## src/rtl/alu_pkg.sv

```systemverilog
// Shared ALU definitions: the opcode encoding, the number of legal opcodes
// and the default datapath width. Imported by the ALU and by the arbiter.
package alu_pkg;

  // Operand/result width the ALU datapath is built for. SLT, SLTU and SRA
  // are written for exactly this width.
  localparam int DATA_WIDTH_DEFAULT = 32;

  // Number of legal opcode encodings (AddOp .. SraOp).
  localparam int NUM_OPS = 10;

  // Opcode encoding as driven by decode and by the address/PC path.
  typedef enum logic [3:0] {
    AddOp  = 4'd0,
    SubOp  = 4'd1,
    AndOp  = 4'd2,
    OrOp   = 4'd3,
    XorOp  = 4'd4,
    SltOp  = 4'd5,
    SltuOp = 4'd6,
    SllOp  = 4'd7,
    SrlOp  = 4'd8,
    SraOp  = 4'd9
  } ALU_Ops;

  // True when a raw 4-bit opcode is one of the NUM_OPS legal encodings.
  function automatic logic op_is_legal(input logic [3:0] op);
    return (int'(op) < NUM_OPS);
  endfunction

endpackage

```

## src/rtl/alu.sv

```systemverilog
// Purely combinational ALU. Illegal opcodes return zero and flag err_o so
// that the result is always a defined value.
module alu
  import alu_pkg::*;
#(
  parameter int DATA_WIDTH = DATA_WIDTH_DEFAULT
) (
  input  logic [DATA_WIDTH-1:0] a_i,
  input  logic [DATA_WIDTH-1:0] b_i,
  input  logic [3:0]            op_i,
  output logic [DATA_WIDTH-1:0] y_o,
  output logic                  err_o
);

  // Shift amount uses only the low five bits of operand B.
  logic [4:0] shamt;
  assign shamt = b_i[4:0];

  // Opcode decode and datapath select.
  always_comb begin
    // NOTE: every output gets a default before the case so no path leaves
    // it unassigned; otherwise synthesis would infer a latch.
    y_o   = '0;
    err_o = !op_is_legal(op_i);
    case (op_i)
      AddOp:   y_o = a_i + b_i;
      SubOp:   y_o = a_i - b_i;
      AndOp:   y_o = a_i & b_i;
      OrOp:    y_o = a_i | b_i;
      XorOp:   y_o = a_i ^ b_i;
      SltOp:   y_o = {{(DATA_WIDTH-1){1'b0}}, ($signed(a_i) < $signed(b_i))};
      SltuOp:  y_o = {{(DATA_WIDTH-1){1'b0}}, (a_i < b_i)};
      SllOp:   y_o = a_i << shamt;
      SrlOp:   y_o = a_i >> shamt;
      SraOp:   y_o = $unsigned($signed(a_i) >>> shamt);
      default: y_o = '0;
    endcase
  end

endmodule

```

## src/rtl/rr_arbiter2.sv

```systemverilog
// Two-way round-robin grant. On a tie the requester that did not win the
// last transfer is granted; a lone requester is always granted.
module rr_arbiter2 (
  input  logic [1:0] valid_i,
  input  logic       last_grant_i,
  output logic [1:0] grant_o
);

  // One-hot grant from the request pair and the previous winner.
  always_comb begin
    grant_o = 2'b00;
    case (valid_i)
      2'b01:   grant_o = 2'b01;
      2'b10:   grant_o = 2'b10;
      2'b11:   grant_o = last_grant_i ? 2'b01 : 2'b10;
      default: grant_o = 2'b00;
    endcase
  end

endmodule

```

## src/rtl/alu_share_arbiter.sv

```systemverilog
// Shares one ALU between the execute stage (requester 0) and the
// address/PC-generation path (requester 1). The winner's operands go
// through a single ALU into one output register tagged with the owner id.
// DATA_WIDTH must stay at 32: the ALU's compare and arithmetic-shift logic
// is written for that width.
module alu_share_arbiter
  import alu_pkg::*;
#(
  parameter int DATA_WIDTH = DATA_WIDTH_DEFAULT
) (
  input  logic                  clk_i,
  input  logic                  reset_i,

  input  logic                  req0_valid_i,
  output logic                  req0_ready_o,
  input  logic [DATA_WIDTH-1:0] req0_a_i,
  input  logic [DATA_WIDTH-1:0] req0_b_i,
  input  logic [3:0]            req0_op_i,

  input  logic                  req1_valid_i,
  output logic                  req1_ready_o,
  input  logic [DATA_WIDTH-1:0] req1_a_i,
  input  logic [DATA_WIDTH-1:0] req1_b_i,
  input  logic [3:0]            req1_op_i,

  output logic                  rsp_valid_o,
  input  logic                  rsp_ready_i,
  output logic [DATA_WIDTH-1:0] rsp_y_o,
  output logic                  rsp_id_o,
  output logic                  rsp_err_o
);

  // Output register and arbitration history.
  logic                  rsp_valid_q, rsp_valid_d;
  logic [DATA_WIDTH-1:0] rsp_y_q,     rsp_y_d;
  logic                  rsp_id_q,    rsp_id_d;
  logic                  rsp_err_q,   rsp_err_d;
  logic                  last_grant_q, last_grant_d;

  logic [1:0]            grant;
  logic                  can_accept;
  logic                  xfer;
  logic [DATA_WIDTH-1:0] sel_a, sel_b;
  logic [3:0]            sel_op;
  logic [DATA_WIDTH-1:0] alu_y;
  logic                  alu_err;

  rr_arbiter2 u_rr_arbiter2 (
    .valid_i      ({req1_valid_i, req0_valid_i}),
    .last_grant_i (last_grant_q),
    .grant_o      (grant)
  );

  // The register can take a new result when it is empty or being drained
  // this cycle. Ready is a function of grant and downstream state only,
  // never of the requester's own ready.
  assign can_accept   = !rsp_valid_q || rsp_ready_i;
  assign req0_ready_o = grant[0] && can_accept;
  assign req1_ready_o = grant[1] && can_accept;
  assign xfer         = (req0_valid_i && req0_ready_o) ||
                        (req1_valid_i && req1_ready_o);

  // Operand mux: route the granted requester's operands to the ALU.
  always_comb begin
    sel_a  = req0_a_i;
    sel_b  = req0_b_i;
    sel_op = req0_op_i;
    if (grant[1]) begin
      sel_a  = req1_a_i;
      sel_b  = req1_b_i;
      sel_op = req1_op_i;
    end
  end

  alu #(
    .DATA_WIDTH (DATA_WIDTH)
  ) u_alu (
    .a_i   (sel_a),
    .b_i   (sel_b),
    .op_i  (sel_op),
    .y_o   (alu_y),
    .err_o (alu_err)
  );

  // Next-state for the output register: load on transfer, clear valid on a
  // drain with nothing new, otherwise hold everything.
  always_comb begin
    rsp_valid_d  = rsp_valid_q;
    rsp_y_d      = rsp_y_q;
    rsp_id_d     = rsp_id_q;
    rsp_err_d    = rsp_err_q;
    last_grant_d = last_grant_q;
    if (xfer) begin
      rsp_valid_d  = 1'b1;
      rsp_y_d      = alu_y;
      rsp_id_d     = grant[1];
      rsp_err_d    = alu_err;
      last_grant_d = grant[1];
    end else if (rsp_ready_i) begin
      rsp_valid_d  = 1'b0;
    end
  end

  // State registers. last_grant resets to 1 so requester 0 wins the first
  // tie; every flop here is a small control/data register and takes reset.
  always_ff @(posedge clk_i or posedge reset_i) begin
    if (reset_i) begin
      rsp_valid_q  <= 1'b0;
      rsp_y_q      <= '0;
      rsp_id_q     <= 1'b0;
      rsp_err_q    <= 1'b0;
      last_grant_q <= 1'b1;
    end else begin
      // NOTE: non-blocking assignments so every flop samples the pre-edge
      // value of its _d input, independent of statement order.
      rsp_valid_q  <= rsp_valid_d;
      rsp_y_q      <= rsp_y_d;
      rsp_id_q     <= rsp_id_d;
      rsp_err_q    <= rsp_err_d;
      last_grant_q <= last_grant_d;
    end
  end

  assign rsp_valid_o = rsp_valid_q;
  assign rsp_y_o     = rsp_y_q;
  assign rsp_id_o    = rsp_id_q;
  assign rsp_err_o   = rsp_err_q;

endmodule
```

## config.mk

```make
export PLATFORM = sky130hd
export DESIGN_NAME = alu_share_arbiter
export DESIGN_NICKNAME = d
export VERILOG_FILES = /design/src/rtl/alu_pkg.sv /design/src/rtl/alu.sv /design/src/rtl/rr_arbiter2.sv /design/src/rtl/alu_share_arbiter.sv
export SDC_FILE = /design/constraint.sdc
export NUM_CORES = 1
export LEC_CHECK = 0
export ABC_AREA = 1
export BUFFER_PORTS_ARGS = -buffer_cell sky130_fd_sc_hd__clkbuf_2
export CAP_MARGIN = 20
export CELL_PAD_IN_SITES_DETAIL_PLACEMENT = 1
export CELL_PAD_IN_SITES_GLOBAL_PLACEMENT = 2
export CORE_ASPECT_RATIO = 0.7
export CORE_MARGIN = 5
export CORE_UTILIZATION = 32
export DETAILED_ROUTE_END_ITERATION = 6
export GPL_ROUTABILITY_DRIVEN = 0
export MAX_ROUTING_LAYER = met4
export PLACE_DENSITY_LB_ADDON = 0.1
export SYNTH_ARGS = -nofsm -noshare
export SYNTH_HDL_FRONTEND = slang
export SYNTH_SLANG_ARGS = --single-unit
```

## constraint.sdc

```tcl
create_clock -name clk_i -period 5 [get_ports clk_i]
set_clock_uncertainty 0.2 [all_clocks]
set_input_delay 0.25 -clock clk_i [delete_from_list [all_inputs] [get_ports clk_i]]
set_output_delay 0.25 -clock clk_i [all_outputs]
set_load 0.02 [all_outputs]
```

# Word-level counts from Yosys, hierarchy flattened
# Cells that the tools add are included.
dict set report totals {
  ff_bits 36
  inputBits 141
  out_inout_bits 37
  word_cells 46
}
dict set report op_classes {
  n_addsub 2
  magnitude_cmp 3
  eq_ne 12
  n_shift 3
  mux 8
  bitwise 3
  reduce_logical 10
}
# op n
set op_table {}
lappend op_table {{case mux 32 bit (10 select lines)} 1}
lappend op_table {{less-than comparator 32 bit} 2}
lappend op_table {{two-way mux 32 bit} 2}
lappend op_table {{adder 32 bit} 1}
lappend op_table {{bitwise AND 32 bit} 1}
lappend op_table {{OR 32 bit} 1}
lappend op_table {{<< shifter 32 x 5 -> 32 bit} 1}
lappend op_table {{>> shifter 32 x 5 -> 32 bit} 1}
lappend op_table {{>>> shifter 32 x 5 -> 32 bit} 1}
lappend op_table {{subtractor 32 bit} 1}
lappend op_table {{bitwise XOR 32 bit} 1}
lappend op_table {{== test 4 x 3 -> 1 bit (second input constant)} 4}
lappend op_table {{== test 4 x 2 -> 1 bit (second input constant)} 2}
lappend op_table {{== test 4 bit (second input constant)} 2}
lappend op_table {{case mux 2 bit (3 select lines)} 1}
lappend op_table {{== test 2 bit (second input constant)} 2}
lappend op_table {{== test 4 x 1 -> 1 bit (second input constant)} 1}
lappend op_table {{logical AND 1 bit} 4}
lappend op_table {{logical NOT 4 bit} 1}
lappend op_table {{less-than comparator 4 bit (second input constant)} 1}
lappend op_table {{two-way mux 4 bit} 1}
lappend op_table {{== test 2 x 1 -> 1 bit (second input constant)} 1}
lappend op_table {{logical NOT 1 bit} 2}
lappend op_table {{logical OR 1 bit} 2}
lappend op_table {{3 further kinds} 4}

# Longest topological paths before layout
dict set report logic_depth {
  depth_word 6
  depth_mapped 27
  mapped_depth_nobuf 23
}

# Modules after synthesis
# A second synthesis with hierarchy kept.
dict set report unflattened {
  hier_cells 2380
  area_unflattened_um2 12633.4
}
# mod instances cells_each area_each_um2 seq_area_each_um2
set by_module_without_submodules {}
lappend by_module_without_submodules {alu 1 2141 10312.4 0.0}
lappend by_module_without_submodules {alu_share_arbiter 1 234 2299.7 902.1}
lappend by_module_without_submodules {rr_arbiter2 1 5 21.3 0.0}

# Least setup slack after synthesis
# No wires, ideal clock.
dict set report synth_path {
  path_kind {reg-to-reg}
  startpoint {reg last_grant_q}
  endpoint {reg rsp_y_q[22] (netlist: rsp_y_o[22])}
  t_arrival_ns 3.078
  required_time_ns 4.680
  path_slack_ns 1.602
  path_stages_with_launch 21
  path_cell_list {dfstp_2 > a21oi_4 > buf_6 > buf_6 > buf_2 > clkbuf_1 > nand2_1 > o21ai_0 > ha_1 > clkbuf_1 > inv_1 > o21ai_0 > a31oi_1 > o21ai_0 > a21oi_1 > o21ai_1 > or2_2 > nand3_1 > nand2_1 > o21ai_1 > nand2_1}
}
dict set report synth_via {
  elab_chain_len 5
}
# element line_no
set synth_lines {}
lappend synth_lines {{start: declaration} alu_share_arbiter.sv:38} ;# logic last_grant_q, last_grant_d;
lappend synth_lines {{start signal: assignment} alu_share_arbiter.sv:120} ;# last_grant_q <= last_grant_d;
lappend synth_lines {{two-way mux 2 bit (*)} rr_arbiter2.sv:15} ;# 2'b11: grant_o = last_grant_i ? 2'b01 : 2'b10;
lappend synth_lines {{case mux 2 bit (3 select lines) (*)} rr_arbiter2.sv:12} ;# case (valid_i)
lappend synth_lines {{two-way mux 32 bit, or another cell as far along} alu_share_arbiter.sv:68} ;# if (grant[1]) begin
lappend synth_lines {{subtractor 32 bit, or another cell as far along} alu.sv:27} ;# SubOp: y_o = a_i - b_i;
lappend synth_lines {{case mux 32 bit (10 select lines) or logical OR 1 bit (tied branches)} {alu.sv:25, alu_share_arbiter.sv:60}}
lappend synth_lines {{end signal: assignment} alu_share_arbiter.sv:117} ;# rsp_y_q <= rsp_y_d;
lappend synth_lines {{end: declaration} alu_share_arbiter.sv:35} ;# logic [DATA_WIDTH-1:0] rsp_y_q, rsp_y_d;
# Mark *: on every way between the ends. The rest lies on a longest branch, timed or not.
# A chain may end at the register's enable or synchronous reset.

# Final worst setup path
# Ends and elaborated chain as after synthesis.

==> run_results.csv <==
group,metric,value,unit
placed_design,io_buffer_count,177,
yosys,synth_edf_count,0,
critical_path,r2r-start,"last_grant_q",
critical_path,startpoint_type,"register",
placed_design,dp_slack,0.192,ns
timing,worst_pin_slew,1.14,ns
yosys,yosysSeqAreaShare,7.51,%
critical_path,cp.arrival,4.76,ns
yosys,syn-mean-instance-area,5.16,um2
grt,globalRouteTotalUtil,36.4,%
timing,setup_tns,0,ns
yosys,syn_area,12000,um2
yosys,synthesis.nets,2571,
timing,relSlewSlack,22.2,%
timing,fmax,0.209,GHz
critical_path,crit_required,4.97,ns
clock_tree,htreeDepth,2,
critical_path,reg2regPathDepth,16,
timing,fin_ws,0.204,ns
detailed_routing,drtIter0Drc,1934,
yosys,yosysMostFrequentCell,"nand2_1",
clock_tree,cts_buffers,5,
detailed_routing,vias,17000,
floorplanning,core,37100,um2
timing,hold_ws,0.277,ns
timing,fin_crit_sh,95.9,%
yosys,synth_flop_cell,"dfrtp_1",
grt,grt_pass1_wl,110000,um
critical_path,cp-startpoint,"last_grant_q",
placed_design,dp.final_hpwl,65100,um
yosys,ys_seq_elements,36,
power,power_density,378,nW/um2
timing,setup_viol,0,
grt,antenna_found_initial,0,
power,p_leak,0.00736,uW
detailed_routing,drc,0,
clock_tree,root_buffer,"clkbuf_16",
timing,slew_viol_final,0,
final_layout,diodes,0,
detailed_routing,avgRoutedWirePerCell,26.1,um
grt,grt_max_degree,72,
clock_tree,cts_sinks,36,
detailed_routing,firstDrtPassIters,6,
critical_path,endpoint,"rsp_y_o[22]",
yosys,ys_top_cells_by_area,"nand2_1, nand3_1, ha_1",
timing,period_needed,4.80,ns
min_path,hold_path_class,"register to register",
final_layout,fin_util,36.4,%
critical_path,reg2reg_slack,0.20,ns
yosys,synth_commonest_cells,"nand2_1, nand3_1, inv_1",
detailed_routing,ant_nets,0,
grt,grt_pass1_vias,16500,
critical_path,critPathCaptureType,"register",
yosys,ys_types,46,
clock_tree,clk_path_buf_depth,2,
floorplanning,rows,59,
power,peakVddDrop,0.000148,V
detailed_routing,routed_wl,76500,um
timing,hold_violations,0,
yosys,async_reset_ff_share,100,%
clock_tree,insertion_delay,0.32,ns
final_layout,area_growth_syn_to_layout,12.4,%
grt,grt-ovfl-total,0,
final_layout,final_nets,2686,
final_layout,drive_above_1_share,12.1,%
flow_run,max_cap_viol_count,0,
floorplanning,ios,178,
floorplanning,die_w,242,um
yosys,synth_top_area_share,21.8,%
placed_design,dpl_cell_area,13300,um2
critical_path,cp_max_fo,27,
clock_tree,path_clk_slew,0.08,ns
status,status,"finished, final reports clean",
critical_path,worstReg2RegEnd,"rsp_y_o[22]",
clock_tree,cts_tree,"yes",
yosys,yosys_warnings,0,
floorplanning,initial_utilization,32.4,%
floorplanning,die_area,41600,um2
critical_path,path_class,"register to register",
yosys,yosysTopAreaCell,"nand2_1",
clock_tree,postCtsSetupBuffers,0,
detailed_routing,drt-vias-per-instance,5.79,
timing,rsz0062_at_grt,"false",
final_layout,stdcell_area,13500,um2
yosys,synth_cells,2330,
floorplanning,die_h,172,um
[per-layer routing]
layer | track usage [%] | share of wire, % | up-vias
met5 | - | 0 | -
met4 | 8.46 | 2.7 | 0
met3 | 16.5 | 15 | 85
met2 | 46.5 | 36 | 952
met1 | 51.4 | 46 | 8145
li1 | - | - | 7796
[what timing repair did]
action,4_1_cts,5_1_grt
setup endpoints to repair,0,3
hold buffers,1,0
hold endpoints to repair,35,0
resized for setup,0,2
[stage by stage]
stage                     std cells  total power, uW
after floorplan                2330             2970
after detailed placement       2923             4540
after CTS                      2932             4910
final                          2934             5110
after global routing           2934             5410
after global placement         2923             4480
[worst max-delay path: stages (launching register included)]
cell      delay (ns)
dfstp_2         0.56
inv_1           0.07
nand2_2         0.40
nand3b_1        0.15
nand2_1         0.27
inv_1           0.11
ha_1            0.49
o21ai_0         0.89
a21oi_1         0.19
o21ai_0         0.24
a31oi_1         0.11
nand2_1         0.26
nand2_1         0.21
nand3_1         0.12
nand2_1         0.06
o21ai_1         0.23
nand2_1         0.07
[placed cells by master (no fill, tap or decap), drive strengths merged]
master,Yosys,layout
dlygate4sd3,0,1
o21bai,7,7
o21ai,164,164
nand4,16,16
o211a,1,1
nor4,6,6
clkbuf,52,186
nand2,717,717
fa,2,2
a221oi,1,1
nand3,428,428
o221ai,6,6
o2111ai,3,3
buf,64,45
a31oi,8,8
or2,3,3
o221a,1,1
o211ai,13,13
a211oi,2,2
a21boi,3,3
clkinv,1,1
nor3,20,20
inv,325,325
ha,98,98
a21o,2,2
xor2,1,1
dfstp,1,1
o22ai,25,25
nor2,188,188
dfrtp,35,35
o31ai,1,1
o21a,7,7
a2111oi,2,2
nand3b,12,12
a21oi,115,115
[where the power goes]
part	internal [uW]	switching, uW	leakage (uW)
clock	200	152	0.0000712
combinational	1090	3150	0.00683
sequential	425	86.0	0.000457
[area by class of cell]
cell class                 count  area, um2
multi-input combinational   1852       9310
clock buffer                   8        146
timing repair buffer         224       1310
sequential                    36        902
inverter                     326       1220
fill                        5318      23600
tap                          488        611
[flip-flops by register name, summed over array words and instances (netlist names)]
name,flops
rsp_valid_o,1
rsp_id_o,1
rsp_y_o,32
last_grant_q,1
rsp_err_o,1
[kinds of logic (layout without fill, tap and decap cells)]
group	count (synthesis)	count (layout)	synth area share, %
XOR/XNOR	1	1	0.0729
flip-flops	36	36	7.51
buffers and inverters	442	558	15.1
adder cells (fa/ha/maj)	100	100	10.5
AND/OR/NAND/NOR	1390	1390	49.7
AO/OA/AOI/OAI	361	361	17.1
[worst min path at each step]
stage | from | endpoint | slack (ns) | cells after the start
floorplan | reset_i | rsp_err_o | 0.22 | 1
finish | rsp_y_o[21] | rsp_y_o[21] | 0.28 | 2
CTS | rsp_ready_i | rsp_valid_o | 0.23 | 4
detailed placement | reset_i | rsp_y_o[8] | 0.20 | 3
global route | rsp_ready_i | rsp_valid_o | 0.30 | 4
global placement | reset_i | rsp_y_o[8] | 0.19 | 3
(Power assumes the default switching activity.)
